===== src/rtl/multi_edge_detector.sv =====
// rtl/multi_edge_detector.sv - per-channel rise/fall edge pulses, sticky flags and a saturating event counter
// Optional input debounce filter is compiled in with `define MULTI_EDGE_DETECTOR_DEBOUNCE_EN.
module multi_edge_detector #(
  parameter int WIDTH      = 8,
  parameter int CNT_W      = 16,
  parameter int DEB_CYCLES = 4
) (
  input  logic               clk,
  input  logic               reset,
  input  logic [WIDTH-1:0]   din,
  input  logic [2*WIDTH-1:0] mode,
  input  logic [WIDTH-1:0]   clr,
  input  logic               cnt_clr,
  output logic [WIDTH-1:0]   dout,
  output logic [WIDTH-1:0]   sticky,
  output logic               any_pulse,
  output logic [CNT_W-1:0]   evt_cnt
);

  localparam int POP_W = $clog2(WIDTH + 1);

  generate
    if (WIDTH < 1 || WIDTH > 32 || CNT_W < 6 || DEB_CYCLES < 1) begin : g_bad_param
      $error("multi_edge_detector: parameter out of range");
    end
  endgenerate

  logic [WIDTH-1:0] det;
  logic [WIDTH-1:0] prev;
  logic [WIDTH-1:0] pulse_nxt;
  logic [POP_W-1:0] pop;
  logic [CNT_W:0]   cnt_sum;

`ifdef MULTI_EDGE_DETECTOR_DEBOUNCE_EN
  localparam int DEB_W = (DEB_CYCLES < 2) ? 1 : $clog2(DEB_CYCLES);

  logic [WIDTH-1:0] filt;
  logic [DEB_W-1:0] stab [WIDTH];

  // filt follows din only after DEB_CYCLES consecutive differing samples
  always_ff @(posedge clk) begin
    if (reset) begin
      filt <= '0;
      for (int i = 0; i < WIDTH; i++) begin
        stab[i] <= '0;
      end
    end else begin
      for (int i = 0; i < WIDTH; i++) begin
        if (din[i] == filt[i]) begin
          stab[i] <= '0;
        end else if (stab[i] == DEB_W'(DEB_CYCLES - 1)) begin
          filt[i] <= din[i];
          stab[i] <= '0;
        end else begin
          stab[i] <= stab[i] + DEB_W'(1);
        end
      end
    end
  end

  assign det = filt;
`else
  assign det = din;
`endif

  always_comb begin
    pulse_nxt = '0;
    for (int i = 0; i < WIDTH; i++) begin
      pulse_nxt[i] = (det[i] & ~prev[i] & mode[2*i]) |
                     (~det[i] & prev[i] & mode[2*i+1]);
    end
  end

  // counter consumes the pulse vector already on dout, hence one cycle behind it
  always_comb begin
    pop = '0;
    for (int i = 0; i < WIDTH; i++) begin
      pop = pop + POP_W'(dout[i]);
    end
  end

  assign cnt_sum = {1'b0, evt_cnt} + (CNT_W+1)'(pop);

  always_ff @(posedge clk) begin
    if (reset) begin
      prev      <= '0;
      dout      <= '0;
      sticky    <= '0;
      any_pulse <= 1'b0;
      evt_cnt   <= '0;
    end else begin
      prev      <= det;
      dout      <= pulse_nxt;
      sticky    <= (sticky & ~clr) | pulse_nxt;
      any_pulse <= |pulse_nxt;
      if (cnt_clr) begin
        evt_cnt <= '0;
      end else if (cnt_sum[CNT_W]) begin
        evt_cnt <= '1;
      end else begin
        evt_cnt <= cnt_sum[CNT_W-1:0];
      end
    end
  end

endmodule


===== config.mk =====
export PLATFORM = sky130hd
export DESIGN_NAME = multi_edge_detector
export DESIGN_NICKNAME = d
export VERILOG_FILES = /design/src/rtl/multi_edge_detector.sv
export SDC_FILE = /design/constraint.sdc
export NUM_CORES = 1
export LEC_CHECK = 0
export ABC_AREA = 1
export CAP_MARGIN = 40
export CORE_UTILIZATION = 49
export DETAILED_ROUTE_END_ITERATION = 7
export HOLD_SLACK_MARGIN = 0.05
export PLACE_DENSITY = 0.95
export RECOVER_POWER = 25
export SKIP_CTS_REPAIR_TIMING = 1
export SLEW_MARGIN = 30
export SYNTH_ARGS = -nofsm -noshare
export SYNTH_HDL_FRONTEND = slang
export SYNTH_SLANG_ARGS = --single-unit

===== constraint.sdc =====
create_clock -name clk -period 6.2 [get_ports clk]
set_input_delay 0.62 -clock clk [delete_from_list [all_inputs] [get_ports clk]]
set_output_delay 0.62 -clock clk [all_outputs]
set_load 0.02 [all_outputs]

; ---- Word level (Yosys, flattened, before mapping)
; Cells that the tools add are included.
[word_totals]
regBits = 41
input_bits = 35
output_inout_bits = 33
wordCells = 75
[classes]
add_sub_neg = 8
n_mux = 1
n_bitwise = 59
reduce_logical = 2
[op_table]
columns = op, n
row1 = AND 1 bit, 32
row2 = adder 16 x 4 -> 17 bit, 1
row3 = adder 4 x 1 -> 4 bit, 4
row4 = 2-to-1 mux 16 bit, 1
row5 = NOT 1 bit, 16
row6 = AND 8 bit, 1
row7 = NOT 8 bit, 1
row8 = OR 1 bit, 8
row9 = OR 8 bit, 1
row10 = OR reduction 8 bit, 1
row11 = adder 3 x 1 -> 4 bit, 1
row12 = adder 2 x 1 -> 3 bit, 1
row13 = adder 1 x 1 -> 2 bit, 1
row14 = OR reduction 2 bit, 1

; ---- Longest topological paths before layout
; Gate-level depths: netlist of run 1.
[depth]
ltp_word = 9
ltp_mapped = 15
mapped_depth_nobuf = 15

; ---- Worst setup path before layout of run 1
; No wires, ideal clock.
[synth_path]
path_type = register to register
startpoint = reg dout[0]
endpoint = reg evt_cnt[10]
setup_ns = 0.109
arrival_ns = 3.130
required_time_ns = 6.091
slack_ns = 2.960
stages_incl_launch_ff = 15
path_buffers = 0
synth_period_minus_slack_ns = 3.240
path_cell_list = dfxtp_1 fa_1 inv_1 fa_1 fa_1 fa_1 inv_1 fa_1 nand3_2 nand2_2 nand2_2 o21ai_1 nand3_1 nand2_1 inv_1
[synth_between]
elab_chain_len = 9
[synth_rtl]
columns = element, line_no
row1 = "start, declared", 14  ; output logic [WIDTH-1:0] dout,
row2 = "start signal, assigned", 93  ; dout <= pulse_nxt;
row3 = adder 1 x 1 -> 2 bit, 78  ; pop = pop + POP_W'(dout[i]);
row4 = adder 2 x 1 -> 3 bit, 78
row5 = adder 3 x 1 -> 4 bit, 78
row6 = adder 4 x 1 -> 4 bit (4 in a row), 78
row7 = adder 16 x 4 -> 17 bit, 82  ; assign cnt_sum = {1'b0, evt_cnt} + (CNT_W+1)'(pop);
row8 = 2-to-1 mux 16 bit, 98  ; end else if (cnt_sum[CNT_W]) begin
row9 = "end signal, assigned", 101  ; evt_cnt <= cnt_sum[CNT_W-1:0];
row10 = "end, declared", 17  ; output logic [CNT_W-1:0] evt_cnt
; Every way passes these cells.
; A chain may end at the register's enable or synchronous reset.

; ---- Worst setup path after layout of run 1
[layout_path]
startpoint = reg dout[0]
endpoint = reg evt_cnt[9]
; The elaborated chain is that of the path after synthesis.

==> out/results.txt, run 1 <==
PortBufs: 67
Sw Share: 26.6%
Slew headroom: 47.6%
Placed Instances: 397
Global-route wire length before repair: 8.18 mm
WL final: 4.78 mm
EDFF count, synth: 0
Footprint of the multi-input gates: 965 sq um
Synth Flop Type: dfxtp_1
Crit Path Category: flop to flop
Top cells by area, synth: dfxtp_1, inv_1, nand2_1
Syn avg cell area: 7.25 sq um
Post-route clock period utilization: 54.9%
Die height: 66.7 um
Post-layout minimum cycle time: 3.40 ns
Wire length per cell: 11.8 um
Final worst slack: 2.80 ns
Mapped cell area: 2050 sq um
Post-synthesis sequential area ratio: 40.0%
CTS H-tree lvls: 2
Clock edge transition at the registers on the reported setup and hold paths: 0.08 ns
Worst Max-Slew Pin Slew: 0.787 ns
Filler cells: 306
Largest net degree at the start of global routing: 20
Maximum vdd drop: 133 uV
Vias per Instance: 4.84
GPL Wtd Cong: 0.864
Non-Filler Instances: 404
Vias in the first global route: 1,968
Pwr dens: 202 nW/um^2
Crit path launch type: flop
Clk_skew: 0.00959 ns
Gr usage total: 24.7%
Setup TNS: 0 ns
Clock sink total: 41
Worst EP required: 6.44 ns
GR Overflow Total: 0
Sequential cell area: 821 sq um
Area leader, netlist: dfxtp_1
Netlist cell types: 26
Layout cells sized above 1: 5.08%
CTS Buf Count: 5
Clk pwr share: 30.4%
Ant. Diodes: 0
Min-delay worst type: flop to flop
CP arrival: 3.64 ns
Leakage: 1.34 nW
Synthesized flop and latch total: 41
Antenna violations before repair: 0
Synthesis warning total: 0
FFs w/ async S/R, synth: 0%
Initial drt markers: 118
RSZ-0062 raised after global routing: no
Crit path max fanout: 13
Dpl hpwl: 3.79 mm
Synthesized Nets: 329
Most common cell in the netlist: inv_1
Setup crit end kind: flop
Layout area overhead: 39.2%
Final Hold Vio Count: 0
NetSw: 154 uW
Clock latency on the worst-skew pair: 0.29 ns
Status: finished, violations left
Vias: 1,957
CTS tree: done
Die W: 66.7 um
Pins Over Slew Limit: 0
Failing checks: design-rule violations
Clk root buf: clkbuf_8
Combinational Power Share: 20.6%
Core ar.: 4000 sq um
Fmax: 294 MHz
Top-Level Pins: 68
Power consumption: 577 uW
Commonest cells post-synth: inv_1, nand2_1, dfxtp_1, nor2_1
Mapped Cells: 283
Flop pwr share: 49.0%
DRC Markers: 2
Starting Density: 51.3%
DRT Pass-1 Iters: 6
Finish-stage setup viols: 0
Pint: 424 uW
DIE AREA: 4450 sq um
Clock buffer depth: 2
Pre-CTS setup slack: 2.82 ns
Yosys top cell area share: 40.0%
NumNets Final: 400
Final antenna-violating net count: 0
Max Cap Viol: 0
Row count: 23
per-layer routing:
metal | GRT usage [%] | share of wire [%]
met1 | 25.8 | 40
met2 | 43.3 | 50
met3 | 9.76 | 7.8
met4 | 10.9 | 2.3
met5 | 0 | 0
kinds of logic after synthesis:
family	count (synthesis)	share of synthesized area, %
AND/OR/NAND/NOR	133	30.2
buffers and inverters	69	13.0
flip-flops	41	40.0
AO/OA/AOI/OAI	24	6.10
adder cells (fa/ha/maj)	11	8.54
XOR/XNOR	5	2.13
area by class of cell:
class	instances	share of cell area, %
Sequential cell	41	28.7
Timing Repair Buffer	68	23.6
Inverter	65	8.54
Tap cell	50	2.19
Clock buffer	6	2.89
Multi-Input combinational cell	173	33.8
Clock inverter	1	0.263
stage by stage:
| step | cell area, sq um | util (%) | hold WS [ns] |
|---|---|---|---|
| after floorplan | 2050 | - | 0.525 |
| after global placement | 2760 | 69.1 | 0.450 |
| after detailed placement | 2780 | 69.4 | 0.453 |
| after CTS | 2870 | 71.7 | 0.464 |
| after global routing | 2860 | 71.4 | 0.500 |
| final | 2860 | 71.4 | 0.464 |
state kept, by name, summed over array words and instances, names as in the netlist:
register,count
sticky,8
prev,8
evt_cnt,16
any_pulse,1
dout,8
placed cells by master (no fill, tap or decap), types with 3 or more instances in the layout:
cell / instances
inv_1: 64
clkdlybuf4s50_1: 64
nand2_1: 59
dfxtp_1: 41
nor2_1: 32
nand3_1: 19
a21oi_1: 19
ha_1: 6
clkbuf_8: 6
nand3_2: 5
nand4_1: 5
fa_1: 5
xnor2_1: 4
dlygate4sd3_1: 3
power groups by stage:
| stage | clock network, mW | logic [mW] | registers [mW] |
|---|---|---|---|
| after floorplan | 0 | 0.0501 | 0.301 |
| after global placement | 0 | 0.113 | 0.289 |
| after detailed placement | 0 | 0.120 | 0.289 |
| after CTS | 0.181 | 0.120 | 0.283 |
| after global routing | 0.195 | 0.130 | 0.285 |
| final | 0.176 | 0.119 | 0.283 |
final timing paths:
check	start	end	slack, ns	cells after the start
worst min register to register	sticky[7]$_SDFF_PP0_	sticky[7]$_SDFF_PP0_	0.46	2
worst max-delay path	dout[0]$_SDFF_PP0_	evt_cnt[9]$_SDFF_PP0_	2.80	13
worst max register to register	dout[0]$_SDFF_PP0_	evt_cnt[9]$_SDFF_PP0_	2.80	13
worst min-delay path	sticky[7]$_SDFF_PP0_	sticky[7]$_SDFF_PP0_	0.46	2
critical path: stages, from the launching register on:
cell and delay, ns:
dfxtp_1 0.33, fa_1 0.53, inv_1 0.05, fa_1 0.49, fa_1 0.44, fa_1 0.37, inv_1 0.12, fa_1 0.24
nand3_2 0.10, nand2_2 0.17, nand4_4 0.25, nand3_1 0.16, nand2_1 0.05, inv_1 0.06
Power figures use the tool's default switching activity.
==> run 2: changes to the inputs <==
--- a/config.mk
+++ b/config.mk
@@ -7,10 +7,10 @@
 export LEC_CHECK = 0
 export ABC_AREA = 1
 export CAP_MARGIN = 40
-export CORE_UTILIZATION = 49
+export CORE_UTILIZATION = 46
 export DETAILED_ROUTE_END_ITERATION = 7
 export HOLD_SLACK_MARGIN = 0.05
-export PLACE_DENSITY = 0.95
+export PLACE_DENSITY = 0.91
 export RECOVER_POWER = 25
 export SKIP_CTS_REPAIR_TIMING = 1
 export SLEW_MARGIN = 30
==> constraint.sdc (replaced) <==
create_clock -name clk -period 3.55 [get_ports clk]
set_input_delay 0.355 -clock clk [delete_from_list [all_inputs] [get_ports clk]]
set_output_delay 0.355 -clock clk [all_outputs]
set_load 0.02 [all_outputs]
==> run 2 against run 1 <==
  * Sequential share of layout area down 0.35 points
  * The flow now finishes without violations
  * Global-route usage down 1.3 points
  * Largest cell class unchanged
  * Critical endpoint is now evt_cnt[10]$_SDFF_PP0_
  * Clock skew down 0.0022 ns
  * Final area up 1.2%
  * Combinational power up 74%
==> out/results.txt, run 2 (synthesis gave the netlist of run 1 again) <==
Clock latency on the worst-skew pair: 0.31 ns (was 0.29 ns)
DIE AREA: 4730 sq um (was 4450 sq um)
Post-layout minimum cycle time: 3.36 ns (was 3.40 ns)
Gr usage total: 23.4% (was 24.7%)
Global-route wire length before repair: 7.98 mm (was 8.18 mm)
Worst Max-Slew Pin Slew: 0.403 ns (was 0.787 ns)
NumNets Final: 401 (was 400)
Vias in the first global route: 1,882 (was 1,968)
Clk pwr share: 32.8% (was 30.4%)
Most frequent cells in the layout: inv_1, nand2_1, clkdlybuf4s50_1 (was inv_1, clkdlybuf4s50_1, nand2_1)
Antenna violations before repair: 0 (unchanged)
Pre-CTS setup slack: 0.158 ns (was 2.82 ns)
Commonest non-fill, non-tap cell in the layout: inv_1
Post-route clock period utilization: 94.7% (was 54.9%)
Final antenna-violating net count: 0 (unchanged)
RSZ-0062 raised after global routing: no (unchanged)
Fmax: 298 MHz (was 294 MHz)
Vias: 2,000 (was 1,957)
Finish-stage setup viols: 0 (unchanged)
Setup TNS: 0 ns (unchanged)
WL final: 4.84 mm (was 4.78 mm)
DRC Markers: 0 (was 2)
Die height: 68.8 um (was 66.7 um)
Final worst slack: 0.189 ns (was 2.80 ns)
Clock sink total: 41 (unchanged)
Setup crit end kind: flop (unchanged)
Pins Over Slew Limit: 0 (unchanged)
Layout area overhead: 40.9% (was 39.2%)
CTS H-tree lvls: 2 (unchanged)
Starting Density: 49.5% (was 51.3%)
Ant. Diodes: 0 (unchanged)
PortBufs: 67 (unchanged)
Combinational Power Share: 19.9% (was 20.6%)
Crit path launch type: flop (unchanged)
Sw Share: 27.0% (was 26.6%)
NetSw: 282 uW (was 154 uW)
Crit Path Category: flop to flop (unchanged)
Pint: 762 uW (was 424 uW)
Maximum vdd drop: 278 uV (was 133 uV)
Flop pwr share: 47.3% (was 49.0%)
Dpl hpwl: 3.62 mm (was 3.79 mm)
DRT Pass-1 Iters: 4 (was 6)
Top-Level Pins: 68 (unchanged)
CP arrival: 3.58 ns (was 3.64 ns)
Top reg by flops: evt_cnt (unchanged)
GPL Wtd Cong: 0.894 (was 0.864)
Clock buffer depth: 2 (unchanged)
Leakage: 1.37 nW (was 1.34 nW)
Layout cells sized above 1: 6.18% (was 5.08%)
Final Hold Vio Count: 0 (unchanged)
Worst hold slack: 0.470 ns (was 0.464 ns)
Core ar.: 4140 sq um (was 4000 sq um)
CTS tree: done (unchanged)
Max Cap Viol: 0 (unchanged)
Sequential cell area: 821 sq um (unchanged)
Initial drt markers: 199 (was 118)
Die W: 68.8 um (was 66.7 um)
Vias per Instance: 4.93 (was 4.84)
Filler cells: 318 (was 306)
Flip-flop count of the largest register after layout: 16 (unchanged)
Row count: 23 (unchanged)
Worst EP required: 3.77 ns (was 6.44 ns)
Pwr dens: 361 nW/um^2 (was 202 nW/um^2)
Crit path max fanout: 6 (was 13)
Wire length per cell: 11.9 um (was 11.8 um)
Clk_skew: 0.00743 ns (was 0.00959 ns)
Layout Utilization: 69.8% (was 71.4%)
Clk root buf: clkbuf_8 (unchanged)
Status: finished, final reports clean (was finished, violations left)
Slew headroom: 73.0% (was 47.6%)
Clock edge transition at the registers on the reported setup and hold paths: 0.08 ns (about the same)
Footprint of the multi-input gates: 985 sq um (was 965 sq um)
Min-delay worst type: flop to flop (unchanged)
GR Overflow Total: 0 (unchanged)
Largest net degree at the start of global routing: 27 (was 20)
CTS Buf Count: 5 (unchanged)
==> run 2: cell count changes in the layout (fill, tap and decap cells not counted), sizes merged <==
cell,delta
buf,+1
clkdlybuf4s50,-5
clkinv,+1
clkinvlp,-1
dlygate4sd3,+5
nand4,+1
==> run 2: layout make-up <==
| type | count | area share, % |
|---|---|---|
| Multi-Input combinational cell | 174 | 34.1 |
| Sequential cell | 41 | 28.4 |
| Timing Repair Buffer | 68 | 23.5 |
| Inverter | 65 | 8.44 |
| Clock buffer | 7 | 3.33 |
| Tap cell | 50 | 2.16 |
| Clock inverter | 1 | 0.173 |
==> run 2: per-stage QoR <==
step / total power [mW] / cells / cell area, sq um
global placement: 0.703 / 397 / 2770
global route: 1.10 / 406 / 2890
CTS: 1.05 / 405 / 2870
finish: 1.04 / 406 / 2890
detailed placement: 0.712 / 397 / 2770
floorplan: 0.613 / 283 / 2050
==> run 2: power by group through the flow <==
stage / Sequential (mW) / Combinational [mW] / Clock [mW]
3_5_place_dp: 0.505 / 0.207 / 0
3_3_place_gp: 0.504 / 0.199 / 0
4_1_cts: 0.495 / 0.208 / 0.345
5_1_grt: 0.497 / 0.230 / 0.369
2_1_floorplan: 0.525 / 0.0875 / 0
6_report: 0.494 / 0.207 / 0.343
==> run 2: path summary, 6_finish.rpt <==
check,start,slack (ns),cells past startpoint,end
setup / recovery,dout[0]$_SDFF_PP0_,0.19,14,evt_cnt[10]$_SDFF_PP0_
hold / removal,sticky[0]$_SDFF_PP0_,0.47,2,sticky[0]$_SDFF_PP0_
setup reg to reg,dout[0]$_SDFF_PP0_,0.19,14,evt_cnt[10]$_SDFF_PP0_
hold reg to reg,sticky[0]$_SDFF_PP0_,0.47,2,sticky[0]$_SDFF_PP0_
==> run 2: routing by layer <==
layer	wire [um]	vias up	global-route usage, %
met4	97	0	8.16
met1	2040	895	26.3
li1	-	1014	-
met2	2340	80	40.6
met3	365	11	8.72
met5	0	-	0
==> run 2: worst max-delay path, stage by stage (launching register included) <==
cell,delay [ns]
dfxtp_1,0.34
fa_1,0.53
inv_1,0.05
fa_1,0.49
fa_1,0.44
fa_1,0.38
inv_1,0.12
fa_2,0.24
nand3_2,0.11
nand2_4,0.14
nand2_2,0.12
o21ai_1,0.13
nand3_1,0.07
nand2_1,0.06
inv_1,0.04
